File: config.mk
export PLATFORM = sky130hd
export DESIGN_NAME = page_ctrl
export DESIGN_NICKNAME = d
export VERILOG_FILES = /design/src/rtl/page_ctrl.sv
export SDC_FILE = /design/constraint.sdc
export NUM_CORES = 1
export LEC_CHECK = 0
export CAP_MARGIN = 20
export CORE_MARGIN = 1.5
export CORE_UTILIZATION = 43
export DETAILED_ROUTE_END_ITERATION = 8
export PLACE_DENSITY = 0.8
export SETUP_SLACK_MARGIN = 0.02
export SYNTH_ARGS = -nofsm -noshare
export SYNTH_HDL_FRONTEND = slang
export SYNTH_SLANG_ARGS = --single-unit
File: constraint.sdc
create_clock -name vga_clk -period 2.3 [get_ports vga_clk]
set_input_delay 0.23 -clock vga_clk [delete_from_list [all_inputs] [get_ports vga_clk]]
set_output_delay 0.23 -clock vga_clk [all_outputs]
set_load 0.05 [all_outputs]
File: src/rtl/page_ctrl.sv
// page_ctrl: frame-synchronous page sequencer for the VGA front end.
// Chooses the title, play-field or end page, sequences start/play/end,
// latches the end-of-game results and muxes the page pixels onto pix_data.
module page_ctrl #(
    parameter int H_VALID    = 640,
    parameter int V_VALID    = 480,
    parameter int FRAME_RATE = 60,
    parameter int END_HOLD   = 180,
    parameter int SCORE_W    = 14,
    parameter int TIME_W     = 12
) (
    input  logic               vga_clk,
    input  logic               sys_rst_n,
    input  logic [9:0]         screen_x,
    input  logic [9:0]         screen_y,
    input  logic               frame_start,
    input  logic               key_start,
    input  logic               game_over,
    input  logic               game_won,
    input  logic [SCORE_W-1:0] score_in,
    input  logic [15:0]        pix_title,
    input  logic [15:0]        pix_game,
    input  logic [15:0]        pix_end,
    output logic [15:0]        pix_data,
    output logic [1:0]         page_sel,
    output logic               game_rst_n,
    output logic               game_run,
    output logic               end_won,
    output logic [SCORE_W-1:0] final_score,
    output logic [TIME_W-1:0]  game_time
);

    localparam int TICK_W = (FRAME_RATE > 1) ? $clog2(FRAME_RATE) : 1;
    localparam int HOLD_W = (END_HOLD > 1) ? $clog2(END_HOLD) : 1;
    localparam logic [TICK_W-1:0] TICK_LAST = TICK_W'(FRAME_RATE - 1);
    localparam logic [HOLD_W-1:0] HOLD_LAST = HOLD_W'(END_HOLD - 1);
    localparam logic [10:0]       H_LIM     = 11'(H_VALID);
    localparam logic [10:0]       V_LIM     = 11'(V_VALID);

    typedef enum logic [2:0] {
        ST_IDLE,
        ST_START,
        ST_PLAY,
        ST_END_HOLD,
        ST_END_WAIT
    } state_t;

    state_t              state_q, state_d;
    logic                key_prev_q, key_prev_d;
    logic                key_pend_q, key_pend_d;
    logic                end_pend_q, end_pend_d;
    logic                won_pend_q, won_pend_d;
    logic [TICK_W-1:0]   tick_q, tick_d;
    logic [HOLD_W-1:0]   hold_q, hold_d;
    logic [TIME_W-1:0]   game_time_q, game_time_d;
    logic [SCORE_W-1:0]  final_score_q, final_score_d;
    logic                end_won_q, end_won_d;
    logic [1:0]          page_sel_q, page_sel_d;
    logic                game_rst_n_q, game_rst_n_d;
    logic                game_run_q, game_run_d;
    logic [15:0]         pix_data_q, pix_data_d;
    logic                key_edge;
    logic                out_of_area;

    // Next-state and next-output computation for the sequencer and pixel mux.
    // Event latching is evaluated before the frame_start transition so that a
    // consume/clear at frame_start overrides a same-cycle set.
    always_comb begin
        state_d       = state_q;
        key_prev_d    = key_start;
        key_pend_d    = key_pend_q;
        end_pend_d    = end_pend_q;
        won_pend_d    = won_pend_q;
        tick_d        = tick_q;
        hold_d        = hold_q;
        game_time_d   = game_time_q;
        final_score_d = final_score_q;
        end_won_d     = end_won_q;

        key_edge = key_start & ~key_prev_q;
        if (key_edge && (state_q == ST_IDLE || state_q == ST_END_WAIT)) begin
            key_pend_d = 1'b1;
        end

        if ((state_q == ST_PLAY || (state_q == ST_START && frame_start)) &&
            (game_over || game_won)) begin
            end_pend_d = 1'b1;
            won_pend_d = end_pend_q ? (won_pend_q & ~game_over)
                                    : (game_won & ~game_over);
        end

        if (frame_start) begin
            case (state_q)
                ST_IDLE, ST_END_WAIT: begin
                    if (key_pend_q) begin
                        state_d     = ST_START;
                        key_pend_d  = 1'b0;
                        game_time_d = '0;
                        tick_d      = '0;
                    end
                end
                ST_START: begin
                    state_d = ST_PLAY;
                end
                ST_PLAY: begin
                    if (tick_q == TICK_LAST) begin
                        tick_d = '0;
                        if (game_time_q != '1) begin
                            game_time_d = game_time_q + TIME_W'(1);
                        end
                    end else begin
                        tick_d = tick_q + TICK_W'(1);
                    end
                    if (end_pend_q) begin
                        final_score_d = score_in;
                        end_won_d     = won_pend_q;
                        end_pend_d    = 1'b0;
                        won_pend_d    = 1'b0;
                        key_pend_d    = 1'b0;
                        hold_d        = '0;
                        state_d       = ST_END_HOLD;
                    end
                end
                ST_END_HOLD: begin
                    if (hold_q == HOLD_LAST) begin
                        hold_d  = '0;
                        state_d = ST_END_WAIT;
                    end else begin
                        hold_d = hold_q + HOLD_W'(1);
                    end
                end
                default: begin
                    state_d = ST_IDLE;
                end
            endcase
        end

        case (state_d)
            ST_IDLE:               page_sel_d = 2'd0;
            ST_START, ST_PLAY:     page_sel_d = 2'd1;
            default:               page_sel_d = 2'd2;
        endcase
        game_rst_n_d = (state_d != ST_START);
        game_run_d   = (state_d == ST_PLAY);

        out_of_area = ({1'b0, screen_x} >= H_LIM) || ({1'b0, screen_y} >= V_LIM);
        if (out_of_area) begin
            pix_data_d = '0;
        end else begin
            case (page_sel_q)
                2'd0:    pix_data_d = pix_title;
                2'd1:    pix_data_d = pix_game;
                2'd2:    pix_data_d = pix_end;
                default: pix_data_d = '0;
            endcase
        end
    end

    // Register all state, latched results and outputs; asynchronous reset.
    always_ff @(posedge vga_clk or negedge sys_rst_n) begin
        if (!sys_rst_n) begin
            state_q       <= ST_IDLE;
            key_prev_q    <= 1'b0;
            key_pend_q    <= 1'b0;
            end_pend_q    <= 1'b0;
            won_pend_q    <= 1'b0;
            tick_q        <= '0;
            hold_q        <= '0;
            game_time_q   <= '0;
            final_score_q <= '0;
            end_won_q     <= 1'b0;
            page_sel_q    <= 2'd0;
            game_rst_n_q  <= 1'b0;
            game_run_q    <= 1'b0;
            pix_data_q    <= '0;
        end else begin
            state_q       <= state_d;
            key_prev_q    <= key_prev_d;
            key_pend_q    <= key_pend_d;
            end_pend_q    <= end_pend_d;
            won_pend_q    <= won_pend_d;
            tick_q        <= tick_d;
            hold_q        <= hold_d;
            game_time_q   <= game_time_d;
            final_score_q <= final_score_d;
            end_won_q     <= end_won_d;
            page_sel_q    <= page_sel_d;
            game_rst_n_q  <= game_rst_n_d;
            game_run_q    <= game_run_d;
            pix_data_q    <= pix_data_d;
        end
    end

    assign pix_data    = pix_data_q;
    assign page_sel    = page_sel_q;
    assign game_rst_n  = game_rst_n_q;
    assign game_run    = game_run_q;
    assign end_won     = end_won_q;
    assign final_score = final_score_q;
    assign game_time   = game_time_q;

endmodule
-- Yosys cells after proc, flatten, opt, wreduce, memory -nomap -nowiden
Cells that the tools add are included.
W data, S select, Z words.
- bits in registers: 68
- output and inout bits: 47
- word-level logic and storage cells: 90
- $add $sub $neg: 3
- $lt $le $gt $ge: 2
- equality and inequality tests: 16
- muxes and demuxes: 32
- bitwise logic cells: 5
- reduce and logical (&&, ||, !) cells: 18
- operator list (cell ; count):
    $pmux W16 S3 ; 1
    $mux W12 ; 3
    $pmux W12 S2 ; 1
    $mux W16 ; 1
    $mux W8 ; 2
    $pmux W8 S2 ; 1
    $mux W1 ; 13
    $add A12 B1 Y12 const B ; 1
    $mux W3 ; 4
    $mux W6 ; 2
    $ne A12 B12 Y1 const B ; 1
    $pmux W3 S4 ; 1
    $pmux W6 S2 ; 1
    $ge A10 B10 Y1 const B ; 1
    $ge A10 B9 Y1 const B ; 1
    $eq A3 B2 Y1 const B ; 3
    $reduce_and A3 Y1 ; 3
    $add A8 B1 Y8 const B ; 1
    $eq A8 B8 Y1 const B ; 1
    $add A6 B1 Y6 const B ; 1
    $eq A3 B1 Y1 const B ; 2
    $eq A6 B6 Y1 const B ; 1
    $logic_not A3 Y1 ; 2
    $reduce_and A5 Y1 ; 1
    other kinds (15) ; 27

-- Logic depth before layout (Yosys ltp)
Gate-level depths: netlist of the first run.
- depth after elaboration: 8
- gate-level depth with buffers: 7

-- Worst setup path before layout of the first run
No wires, ideal clock.
- kind: reg2reg
- start: register game_time_q[0] (netlist: game_time[0])
- end: register game_time_q[4] (netlist: game_time[4])
- library setup time: 0.096 ns
- arrival: 1.954 ns
- path slack: 0.250 ns
- stages on the path, launching flop included: 7
- buffers on the path: 0
- period minus slack after synthesis: 2.050 ns
- path through: dfrtp_1 > ha_1 > nand3_1 > or3_1 > a31oi_2 > o21ai_1 > o31ai_1
- longest elaborated chain between the ends: 4
- ends and longest elaborated chain (item ; RTL line ; RTL):
    start, declared ; 55 ; logic [TIME_W-1:0] game_time_q, game_time_d;
    start signal, assigned ; 184 ; game_time_q <= game_time_d;
    $add A12 B1 Y12 ; 109 ; game_time_d = game_time_q + TIME_W'(1);
    $mux W12 ; 108 ; if (game_time_q != '1) begin
    $mux W12 ; 106 ; if (tick_q == TICK_LAST) begin
    $pmux W12 S2 ; 93 ; case (state_q)
Parallel ways exist; a longest one is shown, timed or not. The select of a mux whose other input is x is not followed.
A chain may end at the register's enable or synchronous reset.

-- Worst setup path in the final report of the first run
- start: register game_time_q[2] (netlist: game_time[2])
- end: output port game_time[2]
- RTL lines (item ; RTL line ; RTL):
    end, declared ; 30 ; output logic [TIME_W-1:0] game_time
No word-level cell between the ends.

==> summary.md, run 1 <==
| Metric | Value |
|---|---|
| R2r startpoint | `page_sel[1]$_DFF_PN0_` |
| CTS resizes | `0` |
| Max incr delay on CP | `850 ps` |
| Post-Place Worst Slack | `337.9 ps` |
| Final slew viol count | `0` |
| Clock power share | `0.251` |
| Die Ht | `90.93 microns` |
| CP Capture Type | `primary output` |
| FF-to-FF End | `pix_data[8]$_DFF_PN0_` |
| CTS Hold Bufs | `0` |
| Crit-path cells | `clkdlybuf4s50_1` |
| Max Fclk | `0.5300 GHz` |
| Antenna cell count | `0` |
| Sw Ratio | `0.3405` |
| Setup crit start kind | `flip-flop` |
| Initial Util | `0.4511` |
| Die area | `8267 sq um` |
| Post-synthesis area per instance | `10.36 sq um` |
| GP Congestion | `0.8789` |
| Maximum clock path buffer count | `2` |
| Setup Buffers After CTS | `0` |
| Setup WS post-layout | `413.2 ps` |
| Clock Latency Late Sink | `330 ps` |
| Layout area overhead | `45.43%` |
| Rows | `31` |
| Slowest cell on crit path | `clkdlybuf4s50_1` |
| Mapped Cells | `321` |
| Final setup viols | `0` |
| Area of the multi-input gates | `1536 sq um` |
| Hold_ws | `85.35 ps` |
| Sequential Power Share | `0.430` |
| Worst Tran Pin Value | `1066 ps` |
| CP top delay family | `buffers and inverters` |
| CTS tree | `built` |
| Crit path kind | `flip-flop to primary output` |
| Leakage power | `2.159 nW` |
| Reg2reg setup slack | `410 ps` |
| Placed cell area | `4647 sq um` |
| First-pass GRT wire length | `13.48 mm` |
| Antenna violations before repair | `0` |
| Cell variety after synth | `51` |
| PwrDens | `751.8 nW/um^2` |
| All-layer global routing usage | `0.2032` |
| Commonest non-fill, non-tap cell in the layout | `clkdlybuf4s50_1` |
| Port bufs | `122` |
| Drt wl/cell | `14.36 microns` |
| Post-route non-filler standard cell count | `551` |
| Cell count after placement | `536` |
| Max-cap viol count | `0` |
| Final setup TNS | `0 ps` |
| Die X | `90.93 microns` |
| Top cells by area, synth | `dfrtp_1 51%, nor2_1 5.9%, mux2i_1 5.4%, mux2_2 5.1%, a21oi_1 3.0%` |
| Vias per cell | `5.243` |
| Final period util | `0.8203` |
| Cell Int Power | `2.397 mW` |
| CP arrival | `1660 ps` |
| Grt total ovfl | `0` |
| Total Power | `3.635 mW` |
| Final Cell Area | `4835 sq um` |
| Area leader, netlist | `dfrtp_1` |
| Top cell type's share of synthesized area | `0.5119` |
| DR pass1 iterations | `4` |
| Data required time of the critical path | `2070 ps` |
| Share of layout cells above drive strength 1 | `0.1084` |
| Hold Vio Cnt, Final | `0` |
| Core Util, Final | `0.6560` |
| HP Class | `input port to asynchronous set/reset pin` |
| Fin Clk Skew | `7.620 ps` |
| Sequential Area | `1702 sq um` |
| Starting DRT DRC Count | `155` |
| Nets@finish | `539` |
| Normalized max-slew margin | `0.2878` |
| Highest-count cells in the layout ignoring fill and taps | `120 x clkdlybuf4s50_1, 68 x dfrtp_1, 52 x nor2_1` |
| Post-DP HPWL | `5.965 mm` |
| Largest net degree at the start of global routing | `69` |
| Vias in the first global route | `2,989` |
| Register area share after synthesis | `0.5119` |
| Asr flop ratio synth | `1.000` |
| Top FF cell, synth | `dfrtp_1` |
| Worst Reg-to-Reg Cells | `3` |
| # fillers | `591` |
| Routed via count | `2,889` |
| I/O pins | `135` |
| Crit path time final | `1887 ps` |
| Core area | `7370 sq um` |
| #FFs+latches synth | `68` |
| NetSw | `1.238 mW` |
| Number of buffers created by CTS | `9` |
| Syn nets | `412` |
| Post-route ant nets | `0` |
| Post-Synthesis Cell Area | `3324 sq um` |
| RSZ-0062 raised after global routing | `no` |
| Clk root buf | `clkbuf_8` |
| WP buf/inv | `1` |
| Clock sinks | `68` |
| Residual DRC count | `0` |
| Yosys warning count | `0` |
| CTS H-Tree Depth | `3` |
| Number of synthesized flops with an enable pin | `0` |
| Routed WL | `7.912 mm` |
| Reg clk slew, reported paths | `70 ps` |
| Logic pwr share | `0.320` |
| VDD IR-drop max | `0.0003422 V` |
| Largest fanout on the critical path | `7` |
| Status | `completed` |
cell type report:
class / count / area share
timing repair buffer: 129 / 0.2619
sequential: 68 / 0.3520
tap: 99 / 0.02562
clock buffer: 14 / 0.03778
inverter: 5 / 0.003882
clock inverter: 1 / 0.001035
multi-input combinational: 235 / 0.3178
per-layer routing:
layer / track usage / part of all wire
met1: 0.2304 / 0.40
met2: 0.3557 / 0.52
met3: 0.06650 / 0.063
met4: 0.07161 / 0.017
met5: 0 / 0
power groups by stage:
stage / combinational (mW) / sequential, mW / clock (mW)
after floorplan: 0.276 / 1.98 / 0
after global placement: 1.15 / 1.57 / 0
after detailed placement: 1.17 / 1.58 / 0
after CTS: 1.17 / 1.56 / 0.941
after global routing: 1.23 / 1.59 / 0.990
final: 1.16 / 1.56 / 0.911
Yosys cell counts, types with 4 or more instances:
master    number
a21oi_1       20
and3_1         5
buf_4          4
clkbuf_1       5
dfrtp_1       68
inv_1          5
mux2_2        15
mux2i_1       18
nand2_1       20
nand3_1        9
nand4_1       11
nor2_1        52
nor3_1         4
o211ai_1       5
o21ai_0        6
o21ai_1        7
o31ai_1        4
xnor2_1        4
xor2_1         8
cell families after synthesis:
| kind of cell | after synthesis | share of synthesized area |
|---|---|---|
| compound gates | 62 | 0.1268 |
| flops | 68 | 0.5119 |
| buf+inv | 18 | 0.02597 |
| mux | 33 | 0.1050 |
| fa+ha+maj | 3 | 0.01129 |
| simple gates | 125 | 0.1874 |
| xor+xnor | 12 | 0.03161 |
worst max-delay path by stage:
stage | from | slack, ps | end | cells after the start
floorplan | game_time[0]$_DFFE_PN0P_ | 250 | game_time[4]$_DFFE_PN0P_ | 6
global placement | frame_start | 340 | game_time[6]$_DFFE_PN0P_ | 6
detailed placement | frame_start | 340 | game_time[9]$_DFFE_PN0P_ | 6
CTS | game_time[2]$_DFFE_PN0P_ | 390 | game_time[2] | 1
global route | state_q[1]$_DFF_PN0_ | 260 | game_time[10]$_DFFE_PN0P_ | 6
finish | game_time[2]$_DFFE_PN0P_ | 410 | game_time[2] | 1
sequential cells by signal, indices dropped and copies added, names as in the netlist:
name and flops:
pix_data 16, final_score 14, game_time 12, hold_q 8, tick_q 6, state_q 3, page_sel 2, end_pend_q 1
end_won 1, game_rst_n 1, game_run 1, key_pend_q 1, key_prev_q 1, won_pend_q 1
No activity file was read; power rests on OpenSTA's default activity.
==> run 2: changes to the inputs <==
==> constraint.sdc (replaced) <==
create_clock -name vga_clk -period 1.8 [get_ports vga_clk]
set_input_delay 0.18 -clock vga_clk [delete_from_list [all_inputs] [get_ports vga_clk]]
set_output_delay 0.18 -clock vga_clk [all_outputs]
set_load 0.05 [all_outputs]
==> run 2 against run 1 <==
Against the previous run: final cell count up 4.4%; register-to-register slack got worse by 370 ps; design area is 6.6% higher; hold slack improved by 230 ps; sequential share of layout area is 1.9 points lower; critical endpoint is now game_time[5]$_DFFE_PN0P_.
==> summary.md, run 2 (synthesized netlist as in run 1, its figures left out) <==
| Metric | Value |
|---|---|
| Largest net degree at the start of global routing | `37 (-46%)` |
| Grt total ovfl | `0 (unchanged)` |
| Max-cap viol count | `0 (unchanged)` |
| Clock power share | `0.247 (-0.004)` |
| All-layer global routing usage | `0.2071 (+0.003851)` |
| Data required time of the critical path | `2000 ps (-70 ps)` |
| R2r startpoint | `tick_q[1]$_DFFE_PN0P_` |
| Cell Int Power | `3.134 mW (+31%)` |
| GP Congestion | `0.8909 (+1.4%)` |
| RSZ-0062 raised after global routing | `yes` |
| CP arrival | `1960 ps (+300 ps)` |
| Nets@finish | `563 (+4.5%)` |
| VDD IR-drop max | `0.0008693 V (+150%)` |
| I/O pins | `135 (unchanged)` |
| Hold Vio Cnt, Final | `0 (unchanged)` |
| Post-DP HPWL | `6.124 mm (+2.7%)` |
| Final setup viols | `0 (unchanged)` |
| Initial Util | `0.4511 (unchanged)` |
| Routed WL | `8.233 mm (+4.1%)` |
| Crit path time final | `1752 ps` |
| Max Fclk | `0.5707 GHz` |
| Reg2reg setup slack | `50 ps (-370 ps)` |
| Routed via count | `3,039 (+5.2%)` |
| Clock sinks | `68 (unchanged)` |
| HP Class | `input port to flip-flop` |
| Reg clk slew, reported paths | `70 ps (about the same)` |
| CP top delay family | `simple AND/OR/NAND/NOR gates` |
| Sequential Power Share | `0.419 (-0.011)` |
| Core area | `7370 sq um (unchanged)` |
| Clk root buf | `clkbuf_8` |
| Residual DRC count | `0 (unchanged)` |
| Max reg flops | `16 (unchanged)` |
| Vias per cell | `5.285 (+0.80%)` |
| Crit-path cells | `ha_4 > nand4_1 > nor2_4 > nand3_2 > buf_4 > o311ai_2 > o211ai_1` |
| Number of buffers created by CTS | `9 (unchanged)` |
| Clock Latency Late Sink | `330 ps (about the same)` |
| Worst Tran Pin Value | `538.9 ps (-527.2 ps)` |
| Rows | `31 (unchanged)` |
| Port bufs | `122 (unchanged)` |
| First-pass GRT wire length | `13.79 mm (+2.4%)` |
| Critical Path Sink | `game_time[5]$_DFFE_PN0P_` |
| WP buf/inv | `1 (unchanged)` |
| PwrDens | `921.3 nW/um^2 (+23%)` |
| Status | `completed` |
| Crit path kind | `flip-flop to flip-flop` |
| Die area | `8267 sq um (unchanged)` |
| Starting DRT DRC Count | `148 (-4.5%)` |
| Largest fanout on the critical path | `6 (-1)` |
| Share of layout cells above drive strength 1 | `0.1996 (+0.09117)` |
| Normalized max-slew margin | `0.6396 (+0.3518)` |
| Worst Reg-to-Reg Cells | `7 (+4)` |
| Fin Clk Skew | `7.215 ps (-0.4054 ps)` |
| Antenna cell count | `0 (unchanged)` |
| DR pass1 iterations | `4 (unchanged)` |
| NetSw | `1.614 mW (+30%)` |
| Placed cell area | `4845 sq um (+4.3%)` |
| Hold_ws | `316.0 ps (+230.6 ps)` |
| Drt wl/cell | `14.32 microns (-0.29%)` |
| CTS H-Tree Depth | `3 (unchanged)` |
| Total Power | `4.748 mW (+31%)` |
| CP Capture Type | `flip-flop` |
| Antenna violations before repair | `0 (unchanged)` |
| Highest-count cells in the layout ignoring fill and taps | `113 x clkdlybuf4s50_1, 57 x dfrtp_1, 51 x nor2_1` |
| Setup crit start kind | `flip-flop` |
| Post-route ant nets | `0 (unchanged)` |
| CTS tree | `built` |
| Maximum clock path buffer count | `2 (unchanged)` |
| Final Cell Area | `5154 sq um (+6.6%)` |
| Layout area overhead | `55.02%` |
| Critical path depth in cells | `7 (+6)` |
| Slowest cell on crit path | `dfrtp_1` |
| Die X | `90.93 microns (unchanged)` |
| Sw Ratio | `0.3399 (-0.0006403)` |
| Final slew viol count | `0 (unchanged)` |
| Logic pwr share | `0.334 (+0.014)` |
| Leakage power | `2.383 nW (+10%)` |
| Commonest non-fill, non-tap cell in the layout | `clkdlybuf4s50_1` |
| Die Ht | `90.93 microns (unchanged)` |
| Crit path launch | `tick_q[1]$_DFFE_PN0P_` |
| Max incr delay on CP | `420 ps (-430 ps)` |
| Vias in the first global route | `3,035 (+1.5%)` |
| Final period util | `0.9735` |
| FF-to-FF End | `game_time[5]$_DFFE_PN0P_` |
run 2: cell types whose count changed in the layout (fill, tap and decap cells not counted), moves of 3 or more:
cell             change
clkdlybuf4s50_1      -7
dlymetal6s2s_1       +6
o311ai_1             -3
buf_4               +22
o311ai_2             +3
dfrtp_2             +11
dfrtp_1             -11
run 2: power by group through the flow:
stage               clock, mW  combinational, mW  sequential [mW]
floorplan                   0              0.353             2.53
global placement            0               1.51             1.99
detailed placement          0               1.54             2.01
CTS                      1.20               1.55             1.98
global route             1.27               1.68             2.03
finish                   1.17               1.58             1.99
run 2: worst min-delay path by stage:
stage	from	to	slack (ps)	cells past startpoint
global route	key_start	key_prev_q$_DFF_PN0_	320	1
finish	key_start	key_prev_q$_DFF_PN0_	320	1
global placement	sys_rst_n	pix_data[1]$_DFF_PN0_	240	2
floorplan	sys_rst_n	end_pend_q$_DFF_PN0_	-120	0
CTS	key_start	key_prev_q$_DFF_PN0_	300	1
detailed placement	sys_rst_n	pix_data[3]$_DFF_PN0_	240	2
run 2: final cells by class:
cell class | count | area, sq um
Clock buffer | 14 | 182.7
Clock inverter | 1 | 5.005
Fill cell | 558 | 2216
Inverter | 5 | 18.77
Multi-Input combinational cell | 235 | 1622
Sequential cell | 68 | 1715
Tap cell | 99 | 123.9
Timing Repair Buffer | 153 | 1486
run 2: worst register-to-register path, delay by kind of cell (launching register included):
family	cells	cell delay (ps)
AO/OA/AOI/OAI	2	360
adder cells (fa/ha/maj)	1	160
flip-flops	1	420
AND/OR/NAND/NOR	3	510
buffers and inverters	1	170
run 2: per-stage QoR:
stage	setup TNS [ps]	cells	util	setup WS, ps
after floorplan	0	321	-	26.04
after global placement	-31.58	554	0.6574	-31.58
after detailed placement	-180.9	554	0.6574	-87.56
after CTS	0	570	0.6849	20.20
after global routing	-113.4	575	0.6993	-56.06
final	0	575	0.6993	47.70
run 2: metal layers:
layer	track usage	up-vias	wire (microns)
li1	-	1453	-
met1	0.2459	1452	3213
met2	0.3433	114	4253
met3	0.05892	20	574
met4	0.1003	0	192
met5	0	-	0
run 2: what timing repair did:
item                                    4_1_cts  5_1_grt
endpoints found under the setup margin        1       22
pin swaps                                     0        4
setup buffers                                 0        4
hold buffers                                  1        0
endpoints found under the hold margin        68        0
resized for setup                             1       16
